--- config.mk ---
export PLATFORM = sky130hd
export DESIGN_NAME = demux4_reg_flat
export DESIGN_NICKNAME = d
export VERILOG_FILES = /design/src/rtl/demux4_reg_if.sv /design/src/rtl/demux4_reg.sv /design/src/flat_wrapper.sv
export SDC_FILE = /design/constraint.sdc
export NUM_CORES = 1
export LEC_CHECK = 0
export BUFFER_PORTS_ARGS = -buffer_cell sky130_fd_sc_hd__buf_2
export CELL_PAD_IN_SITES_DETAIL_PLACEMENT = 2
export CELL_PAD_IN_SITES_GLOBAL_PLACEMENT = 2
export CORE_AREA = 10 10 145 147
export DETAILED_ROUTE_END_ITERATION = 7
export DIE_AREA = 0 0 155 157
export GPL_TIMING_DRIVEN = 0
export PLACE_DENSITY = 0.79
export SETUP_SLACK_MARGIN = 0.02
export SKIP_LAST_GASP = 1
export SYNTH_ARGS = -nofsm -noshare
export SYNTH_HDL_FRONTEND = slang
export SYNTH_SLANG_ARGS = --single-unit
--- constraint.sdc ---
create_clock -name clk -period 1.8 [get_ports clk]
set_input_delay 0.18 -clock clk [delete_from_list [all_inputs] [get_ports clk]]
set_output_delay 0.18 -clock clk [all_outputs]
set_load 0.02 [all_outputs]
--- src/rtl/demux4_reg_if.sv ---
// Handshake bundle for demux4_reg: one input port plus four valid/ready output channels.
// The master modport is the sender/consumer side, slave is the demultiplexer itself.
interface demux4_reg_if #(
  parameter int WIDTH = 32,
  parameter int CNT_W = 8
);
  logic             in_valid;
  logic             in_ready;
  logic [WIDTH-1:0] in_data;
  logic             sel1;
  logic             sel2;
  logic [3:0]       out_valid;
  logic [3:0]       out_ready;
  logic [WIDTH-1:0] out_data0;
  logic [WIDTH-1:0] out_data1;
  logic [WIDTH-1:0] out_data2;
  logic [WIDTH-1:0] out_data3;
  logic [CNT_W-1:0] acc_count;

  modport master (
    output in_valid, in_data, sel1, sel2, out_ready,
    input  in_ready, out_valid, out_data0, out_data1, out_data2, out_data3, acc_count
  );

  modport slave (
    input  in_valid, in_data, sel1, sel2, out_ready,
    output in_ready, out_valid, out_data0, out_data1, out_data2, out_data3, acc_count
  );
endinterface

--- src/rtl/demux4_reg.sv ---
// Registered 1-to-4 demultiplexer: steers a word to one of four one-entry output
// channels selected by {sel1,sel2}, with per-channel valid/ready backpressure.
module demux4_reg #(
  parameter int WIDTH = 32,
  parameter int CNT_W = 8
) (
  input  logic        clk,
  input  logic        rst_n,
  demux4_reg_if.slave bus
);

  typedef enum logic {
    EMPTY = 1'b0,
    FULL  = 1'b1
  } ch_state_e;

  ch_state_e        state_q [4];
  ch_state_e        state_d [4];
  logic [WIDTH-1:0] data_q  [4];
  logic [WIDTH-1:0] data_d  [4];
  logic [CNT_W-1:0] cnt_q;
  logic [CNT_W-1:0] cnt_d;

  logic [1:0] idx;
  logic       accept;

  assign idx    = {bus.sel1, bus.sel2};
  assign accept = bus.in_valid && bus.in_ready;

  always_ff @(posedge clk or negedge rst_n) begin
    if (!rst_n) begin
      for (int unsigned n = 0; n < 4; n++) begin
        state_q[n] <= EMPTY;
        data_q[n]  <= '0;
      end
      cnt_q <= '0;
    end else begin
      for (int unsigned n = 0; n < 4; n++) begin
        state_q[n] <= state_d[n];
        data_q[n]  <= data_d[n];
      end
      cnt_q <= cnt_d;
    end
  end

  // A load into a channel takes priority over its drain, so a channel whose
  // consumer stays ready can be refilled every cycle without a bubble.
  always_comb begin
    for (int unsigned n = 0; n < 4; n++) begin
      state_d[n] = state_q[n];
      data_d[n]  = data_q[n];
      if (accept && (idx == n[1:0])) begin
        state_d[n] = FULL;
        data_d[n]  = bus.in_data;
      end else if ((state_q[n] == FULL) && bus.out_ready[n]) begin
        state_d[n] = EMPTY;
      end
    end
    cnt_d = cnt_q + {{(CNT_W-1){1'b0}}, accept};
  end

  always_comb begin
    for (int unsigned n = 0; n < 4; n++) begin
      bus.out_valid[n] = (state_q[n] == FULL);
    end
    bus.in_ready  = (state_q[idx] == EMPTY) || bus.out_ready[idx];
    bus.out_data0 = data_q[0];
    bus.out_data1 = data_q[1];
    bus.out_data2 = data_q[2];
    bus.out_data3 = data_q[3];
    bus.acc_count = cnt_q;
  end

endmodule

--- src/flat_wrapper.sv ---
// flat-port wrapper written by rule: the top's interface ports become plain ports
module demux4_reg_flat 
#(
  parameter int WIDTH = 32,
  parameter int CNT_W = 8
)
  (clk, rst_n, bus_in_valid, bus_in_data, bus_sel1, bus_sel2, bus_out_ready, bus_in_ready, bus_out_valid, bus_out_data0, bus_out_data1, bus_out_data2, bus_out_data3, bus_acc_count);
  demux4_reg_if #(.WIDTH(WIDTH), .CNT_W(CNT_W)) bus_i ();
  input  logic clk;
  input  logic rst_n;
  input wire logic [$bits(bus_i.in_valid)-1:0] bus_in_valid;
  input wire logic [$bits(bus_i.in_data)-1:0] bus_in_data;
  input wire logic [$bits(bus_i.sel1)-1:0] bus_sel1;
  input wire logic [$bits(bus_i.sel2)-1:0] bus_sel2;
  input wire logic [$bits(bus_i.out_ready)-1:0] bus_out_ready;
  output wire logic [$bits(bus_i.in_ready)-1:0] bus_in_ready;
  output wire logic [$bits(bus_i.out_valid)-1:0] bus_out_valid;
  output wire logic [$bits(bus_i.out_data0)-1:0] bus_out_data0;
  output wire logic [$bits(bus_i.out_data1)-1:0] bus_out_data1;
  output wire logic [$bits(bus_i.out_data2)-1:0] bus_out_data2;
  output wire logic [$bits(bus_i.out_data3)-1:0] bus_out_data3;
  output wire logic [$bits(bus_i.acc_count)-1:0] bus_acc_count;
  assign bus_i.in_valid = bus_in_valid;
  assign bus_i.in_data = bus_in_data;
  assign bus_i.sel1 = bus_sel1;
  assign bus_i.sel2 = bus_sel2;
  assign bus_i.out_ready = bus_out_ready;
  assign bus_in_ready = bus_i.in_ready;
  assign bus_out_valid = bus_i.out_valid;
  assign bus_out_data0 = bus_i.out_data0;
  assign bus_out_data1 = bus_i.out_data1;
  assign bus_out_data2 = bus_i.out_data2;
  assign bus_out_data3 = bus_i.out_data3;
  assign bus_acc_count = bus_i.acc_count;
  demux4_reg #(.WIDTH(WIDTH), .CNT_W(CNT_W)) u_core (.clk(clk), .rst_n(rst_n), .bus(bus_i));
endmodule
==> flow_summary.yaml, run 1 <==
routing:
  drc: 0
  drt_pre_antenna_iters: 4
  drt.antenna.violating_nets: 0
  drtIter0Drc: 51
  drt_wl_total_mm: 16.1
  dr_total_vias: 3467
  vias_per_cell: 4.51
  wl_per_cell_um: 21.0
final_layout:
  syn2layout_area_growth_pct: 36.2
  nets: 564
  stdcell_count: 768
  drive_above_1_share: 0.693
  antenna_cells: 0
  layout_common_cells: "buf_2, dfrtp_1, mux2_2"
  final_common_cell: "buf_2"
  nFillCells: 1878
worst_hold_path:
  hp-class: "input pin to flop"
  holdPathStages: 2
global_route:
  grt_max_degree: 72
  use_met1: 0.151
  antenna_found_initial: 0
  grt_pass1_vias: 4147
  gr-total-overflow: 0
  busiest_layer: "met2"
  met3_usage: 0.0590
  grt_pass1_wl_mm: 25.3
  grt_usage: 0.135
  use_met2: 0.231
flow_run:
  drv_cap: 0
cts:
  cts-root-buf: "clkbuf_16"
  cts_tree: "done"
  clk_pin_slew_ps: 60
  clock-sinks: 140
  clkLatencyLatePin_ps: 410
  clockBufferDepth: 2
  cts-buffers-inserted: 17
  htreeDepth: 4
synth:
  ys_warn_count: 0
  synth.distinct_cells: 20
  avgSynthCellArea_um2: 16.9
  synth-xor-area-share: 0.00989
  synth_compound_area_frac: 0.00188
  yosys.area_share.simple: 0.0275
  synth_fa_ha_area_frac: 0.00471
  yosysSeqAreaShare: 0.659
  synth_mux_area_frac: 0.276
  synth-seq-cells: 140
  syn_area_um2: 5320
  synth_top_family_by_area: "multiplexers"
  syn-num-nets: 357
  netlist_instances: 314
placed_design:
  place_inst: 730
  port_buffers: 181
  routabilityCongestion: 0.679
  dpl.hpwl_mm: 12.0
  post-place-ws_ps: -40.1
floorplanning:
  start_util: 0.290
  io_pins: 182
  die_height_um: 157
  dieWidth_um: 155
  fp-row-count: 50
  core_um2: 18300
  die_area_um2: 24300
sta:
  fin_ws_ps: 73.6
  fin_crit_ps: 1730
  fin_skew_ps: 5.69
  rsz0062_at_grt: "yes"
  finalSetupViolCount: 0
  worst_pin_slew_ps: 663
  drv_slew: 0
  max_freq_mhz: 579
  hold_viol: 0
  fin_crit_sh: 0.959
  max-slew-margin-rel: 0.558
worst_setup_path:
  required_ps: 2130
  critPathBufInv: 0
  crit_chain: "nand2b_4, mux4_2, and2_4, ha_4, and3_1, nand3_2, xnor2_1"
  arrival_ps: 2060
  worst_path_max_delay_cell: "mux4_2"
  cp-end-kind: "flop"
  worst-path-stages: 7
  worst_setup_path_start_kind: "flop"
  slowest_delay_ps: 470
  critPathKind: "flop to flop"
  reg2regPathDepth: 7
  worst-path-max-fanout: 4
  path_delay_family: "simple AND/OR/NAND/NOR gates"
power_and_ir_drop:
  ir_worst_vdd_v: 0.000624
  p_leak_nw: 3.41
  power.density_nw_per_um2: 1430
outcome:
  status: "complete, no violations"
## through the flow
step | setup TNS [ps] | hold WS, ps | cell area, um2 | power, mW | util
after floorplan | -102 | -116 | 5340 | 5.84 | -
after global placement | -177750 | 432 | 6540 | 6.92 | 0.357
after detailed placement | -90.8 | 229 | 6570 | 7.10 | 0.359
after CTS | 0 | 7.03 | 7180 | 10.5 | 0.391
after global routing | 0 | 24.2 | 7240 | 11.0 | 0.395
final | 0 | 38.2 | 7240 | 10.3 | 0.395
## timing repair
action | in CTS | in global routing
gates cloned | 0 | 0
pin swaps | 0 | 1
buffers inserted | 0 | 5
resized for setup | 5 | 4
hold buffers | 1 | 0
endpoints found under the hold margin | 69 | 0
endpoints found under the setup margin | 5 | 7
## path summary, 6_finish.rpt
path                                            end  slack, ps               startpoint
min                        u_core.bus.out_data1[30]         40          bus_in_data[30]
max in group asynchronous  u_core.bus.out_data0[26]        660                    rst_n
min reg2reg                 u_core.bus.acc_count[7]        470  u_core.bus.acc_count[7]
max reg2reg                 u_core.bus.acc_count[7]         70  u_core.bus.out_valid[3]
max                         u_core.bus.acc_count[7]         70  u_core.bus.out_valid[3]
min in group asynchronous   u_core.bus.acc_count[1]        340                    rst_n
## metal layers
metal	share of wire	wire length, um
met1	0.39	6320
met2	0.52	8350
met5	0	0
met3	0.084	1360
met4	0.0053	85
## state kept, by name, indices dropped and copies added, names as in the netlist
register	cells
u_core.bus.acc_count	8
u_core.bus.out_valid	4
u_core.bus.out_data2	32
u_core.bus.out_data0	32
u_core.bus.out_data1	32
u_core.bus.out_data3	32
## cells by family after synthesis
group | after synthesis
DFF | 140
muxes | 129
and+or+nand+nor | 22
buffers and inverters | 13
xor gates and xnor gates | 6
AOI/OAI and AO/OA | 2
adders and majority gates | 2
## cells in the mapped netlist
| master | count | area share |
|---|---|---|
| ha_1 | 2 | 0.0047 |
| nand2_2 | 1 | 0.0012 |
| o21ai_0 | 2 | 0.0019 |
| xor2_1 | 1 | 0.0016 |
| nand2_1 | 4 | 0.0028 |
| nor3b_1 | 1 | 0.0014 |
| and2_1 | 1 | 0.0012 |
| nor3b_4 | 2 | 0.0071 |
| and3_1 | 2 | 0.0024 |
| mux2_2 | 120 | 0.25 |
| nand3_1 | 6 | 0.0056 |
| buf_4 | 3 | 0.0042 |
| buf_6 | 6 | 0.013 |
| mux2_1 | 8 | 0.017 |
| nor2b_1 | 1 | 0.0012 |
| nand2b_1 | 4 | 0.0047 |
| buf_2 | 4 | 0.0038 |
| mux4_1 | 1 | 0.0049 |
| dfrtp_1 | 140 | 0.66 |
| xnor2_1 | 5 | 0.0082 |
## power by group
group          switching, mW  total [mW]  internal, mW
sequential             0.440        4.28          3.84
clock                   1.36        3.30          1.94
combinational           1.65        2.76          1.10
total                   3.45        10.3          6.89
## area by class of cell
class | instances | area, um2 | area share
Buffer | 13 | 110 | 0.0152
Sequential cell | 140 | 3510 | 0.485
Tap cell | 234 | 293 | 0.0404
Clock buffer | 19 | 443 | 0.0612
Multi-Input combinational cell | 161 | 1790 | 0.247
Timing Repair Buffer | 188 | 987 | 0.136
Clock inverter | 13 | 114 | 0.0157
Power figures use the tool's default switching activity.
==> run 2, diff against run 1 <==
REMOVE_ABC_BUFFERS = 1   (was unset)
==> run 2 against run 1 <==
Hold slack worse by 7.4 ps; routed wire length shrank 1.4%; clock power rose by 15%; register-to-register slack barely moved; critical path type unchanged; critical endpoint is now u_core.bus.acc_count[4]; largest cell class unchanged; highest routed layer is now met5.
==> flow_summary.yaml, run 2 (synthesis gave the netlist of run 1 again) <==
outcome:
  status: "complete, no violations"
floorplanning:
  core_um2: 18300
  dieWidth_um: 155
  die_height_um: 157
  start_util: 0.290
  fp-row-count: 50
  io_pins: 182
  die_area_um2: 24300
power_and_ir_drop:
  ir_worst_vdd_v: 0.000639
  power.density_nw_per_um2: 1470
  p_total_mw: 10.9
  p_leak_nw: 3.47
final_layout:
  syn2layout_area_growth_pct: 39.3
  layout_common_cells: "buf_2, dfrtp_1, mux2_2"
  final_common_cell: "buf_2"
  drive_above_1_share: 0.685
  nets: 563
  antenna_cells: 0
sta:
  fin_skew_ps: 9.91
  fin_crit_ps: 1730
  fin_hold_ws_ps: 30.7
  max-slew-margin-rel: 0.605
  drv_slew: 0
  rsz0062_at_grt: "yes"
  setup_tns_ps: 0
  worst_pin_slew_ps: 592
  hold_viol: 0
  finalSetupViolCount: 0
  max_freq_mhz: 577
  fin_crit_sh: 0.962
global_route:
  grt_pass1_vias: 4131
  gr-total-overflow: 0
  grt_pass1_wl_mm: 24.8
  grt_max_degree: 81
  antenna_found_initial: 1
  grt_usage: 0.131
cts:
  clock-sinks: 140
  cts-root-buf: "clkbuf_16"
  clockBufferDepth: 2
  htreeDepth: 4
  cts_tree: "done"
  clk_pin_slew_ps: 60
  cts-buffers-inserted: 17
  clkLatencyLatePin_ps: 410
routing:
  drt_pre_antenna_iters: 4
  drt.antenna.violating_nets: 0
  drc: 0
  vias_per_cell: 4.53
  drtIter0Drc: 81
  wl_per_cell_um: 20.7
  dr_total_vias: 3474
  drt_wl_total_mm: 15.9
placed_design:
  dpl.hpwl_mm: 11.9
  routabilityCongestion: 0.681
  port_buffers: 181
worst_setup_path:
  critPathKind: "flop to flop"
  arrival_ps: 2070
  worst_setup_path_start_kind: "flop"
  cp-end-kind: "flop"
  worst-path-max-fanout: 4
  required_ps: 2140
worst_hold_path:
  hp-class: "input pin to flop"
flow_run:
  drv_cap: 0
==> run 2: cell count changes in the layout (fill, tap and decap cells not counted), moves of 4 or more <==
| cell | before | now |
|---|---|---|
| clkinv_2 | 5 | 1 |
| buf_6 | 7 | 1 |
| nand2b_1 | 0 | 4 |
| buf_2 | 184 | 180 |
| nand2b_4 | 4 | 0 |
| dfrtp_2 | 4 | 0 |
| dfrtp_1 | 136 | 140 |
==> run 2: final cells by class <==
type                       count  area (um2)
timing repair buffer         200        1190
fill                        1869       10900
multi-input combinational    161        1780
clock inverter                12         184
clock buffer                  20         457
tap                          234         293
sequential                   140        3500
==> run 2: worst max-delay path, stage by stage, from the launching register on <==
cell	delay, ps
dfrtp_1	360
nand2b_1	100
mux4_2	490
and2_4	160
ha_4	170
ha_4	180
nand3_2	90
xnor2_2	110
==> run 2: timing repair <==
| item | 4_1_cts | 5_1_grt |
|---|---|---|
| pin swaps | 0 | 2 |
| endpoints found under the setup margin | 49 | 33 |
| cloned | 0 | 0 |
| resized for setup | 5 | 8 |
| hold buffers | 1 | 0 |
| setup buffers | 8 | 3 |
| hold endpoints to repair | 60 | 0 |
==> run 2: through the flow <==
step            util  setup slack, ps  instance area (um2)  std cells
4_1_cts        0.399             23.8                 7320        764
5_1_grt        0.404            -22.6                 7400        767
3_5_place_dp   0.359             -137                 6580        723
2_1_floorplan      -             -776                 5200        301
6_report       0.404             68.4                 7400        767
3_3_place_gp   0.349            -2140                 6400        716
==> run 2: path summary, 6_finish.rpt <==
check                                              start                       end  slack (ps)  cells past startpoint
worst max-delay path             u_core.bus.out_valid[3]   u_core.bus.acc_count[4]          70                      7
worst max register to register   u_core.bus.out_valid[3]   u_core.bus.acc_count[4]          70                      7
worst min register to register  u_core.bus.out_data2[22]  u_core.bus.out_data2[22]         490                      1
min in group asynchronous                          rst_n  u_core.bus.out_data1[11]         330                      2
worst min-delay path                     bus_in_data[22]  u_core.bus.out_data2[22]          30                      2
max in group asynchronous                          rst_n   u_core.bus.out_data0[7]         680                      3
==> run 2: where the power goes <==
part	internal, mW	switching (mW)	total (mW)
clock	2.41	1.38	3.79
sequential	3.84	0.451	4.29
combinational	1.12	1.66	2.78
total	7.37	3.48	10.9
==> run 2: per-layer routing <==
layer	vias up	track usage	wire, um
met5	-	0	13
met4	2	0.0351	96
met3	9	0.0527	1080
met2	108	0.231	8480
met1	1834	0.143	6210
li1	1521	-	-
==> run 3, diff against run 2 <==
CORE_AREA = 10 10 140 142   (was 10 10 145 147)
CTS_BUF_LIST = sky130_fd_sc_hd__clkbuf_8   (was unset)
DIE_AREA = 0 0 150 152   (was 0 0 155 157)
PLACE_DENSITY = 0.84   (was 0.79)
==> run 3 against run 2 <==
Final area fell by 2.3%; first-iteration DRC count rose by 9.9%; flip-flop and latch count did not move; critical path type unchanged; largest cell class unchanged; highest routed layer is now met4.
==> flow_summary.yaml, run 3 (synthesis gave the netlist of run 1 again) <==
outcome:
  status: "complete, no violations"
routing:
  drtIter0Drc: 89
  drt_pre_antenna_iters: 4
  wl_met3_mm: 1.45
  drt.antenna.violating_nets: 0
  top_layer: "met4"
  wl_per_cell_um: 21.7
  drc: 0
  met1_length_mm: 6.15
  vias_per_cell: 4.59
  drt_wl_total_mm: 16.8
  dr_total_vias: 3547
  wl_met2_mm: 8.98
global_route:
  grt_max_degree: 77
  gr-total-overflow: 0
  grt_pass1_wl_mm: 26.3
  grt_usage: 0.150
  antenna_found_initial: 0
  grt_pass1_vias: 4261
sta:
  rsz0062_at_grt: "yes"
  fin_skew_ps: 12.8
  max-slew-margin-rel: 0.587
  max_freq_mhz: 562
  finalSetupViolCount: 0
  worst_pin_slew_ps: 619
  fin_crit_ps: 1780
  fin_ws_ps: 19.7
  drv_slew: 0
  fin_crit_sh: 0.989
  hold_viol: 0
cts:
  cts-root-buf: "clkbuf_8"
  cts-buffers-inserted: 17
  htreeDepth: 4
  cts_tree: "done"
  clkLatencyLatePin_ps: 440
  clk_pin_slew_ps: 80
  clockBufferDepth: 2
  clock-sinks: 140
floorplanning:
  fp-row-count: 48
  start_util: 0.314
  io_pins: 182
  die_height_um: 152
  die_area_um2: 22800
  core_um2: 16900
  dieWidth_um: 150
power_and_ir_drop:
  ir_worst_vdd_v: 0.000500
  p_total_mw: 9.39
  power.density_nw_per_um2: 1300
  p_leak_nw: 3.40
final_layout:
  nFillCells: 1744
  syn2layout_area_growth_pct: 36.1
  final_common_cell: "buf_2"
  layout_common_cells: "buf_2, dfrtp_1, mux2_2"
  nets: 579
  antenna_cells: 0
  drive_above_1_share: 0.640
worst_setup_path:
  required_ps: 2140
  reg2regPathDepth: 7
  worst-path-max-fanout: 4
  critPathKind: "flop to flop"
  cp-end-kind: "flop"
  reg2reg_from: "u_core.bus.out_valid[2]"
  arrival_ps: 2120
  r2r_setup_slack_ps: 20
  worst_setup_path_start_kind: "flop"
  r2r-end: "u_core.bus.acc_count[4]"
worst_hold_path:
  hp-class: "input pin to flop"
  whs_endpoint: "u_core.bus.out_valid[0]"
  hold_start: "bus_out_ready[0]"
  holdPathStages: 3
placed_design:
  dpl.hpwl_mm: 12.3
  port_buffers: 181
  post-place-ws_ps: -197
  routabilityCongestion: 0.732
flow_run:
  drv_cap: 0
-- run 3: how the worst max path moves through the flow --
stage	startpoint	to	slack, ps	cells after the start
floorplan	u_core.bus.out_valid[3]	u_core.bus.out_data3[0]	-780	3
global placement	bus_sel1	u_core.bus.out_data3[30]	-2150	4
detailed placement	bus_out_ready[0]	u_core.bus.acc_count[4]	-200	8
CTS	u_core.bus.out_valid[0]	bus_in_ready	-10	3
global route	u_core.bus.out_valid[1]	u_core.bus.acc_count[7]	-50	7
finish	u_core.bus.out_valid[2]	u_core.bus.acc_count[4]	20	7
-- run 3: timing repair --
action | in CTS | in global routing
hold buffers | 26 | 0
resized for setup | 8 | 4
setup buffers | 1 | 1
cloned | 0 | 0
pin swaps | 1 | 0
setup endpoints to repair | 23 | 6
endpoints found under the hold margin | 145 | 0
-- run 3: stage by stage --
stage | cell area (um2) | setup TNS [ps] | instances | hold WS [ps] | utilization
after floorplan | 5200 | -38390 | 301 | -116 | -
after global placement | 6390 | -322970 | 707 | 433 | 0.377
after detailed placement | 6550 | -1570 | 714 | 213 | 0.387
after CTS | 7210 | -18.3 | 771 | 0.130 | 0.425
after global routing | 7230 | -168 | 772 | 0.861 | 0.427
final | 7230 | 0 | 772 | 31.3 | 0.427
-- run 3: area by class of cell --
type                       instances  area [um2]  area share
clock inverter                    11        81.3      0.0112
clock buffer                      19         262      0.0361
sequential                       140        3500       0.484
multi-input combinational        161        1760       0.243
timing repair buffer             216        1350       0.186
tap                              225         282      0.0389
-- run 3: worst max-delay path, stage by stage, from the launching register on --
cell and delay [ps]:
dfrtp_1 360, nand2b_1 100, mux4_2 500, and2_4 170, ha_4 170, ha_4 180, nand3_2 80, xnor2_1 130
-- run 3: report_power, final --
part / leakage, nW / internal [mW] / total (mW) / switching (mW)
registers: 1.67 / 3.83 / 4.29 / 0.459
clock network: 0.187 / 1.12 / 2.29 / 1.17
logic: 1.54 / 1.12 / 2.81 / 1.70
-- run 3: metal layers --
layer / GRT usage / vias to the layer above
li1: - / 1551
met1: 0.151 / 1862
met2: 0.268 / 116
met3: 0.0677 / 18
met4: 0.0449 / 0
met5: 0 / -
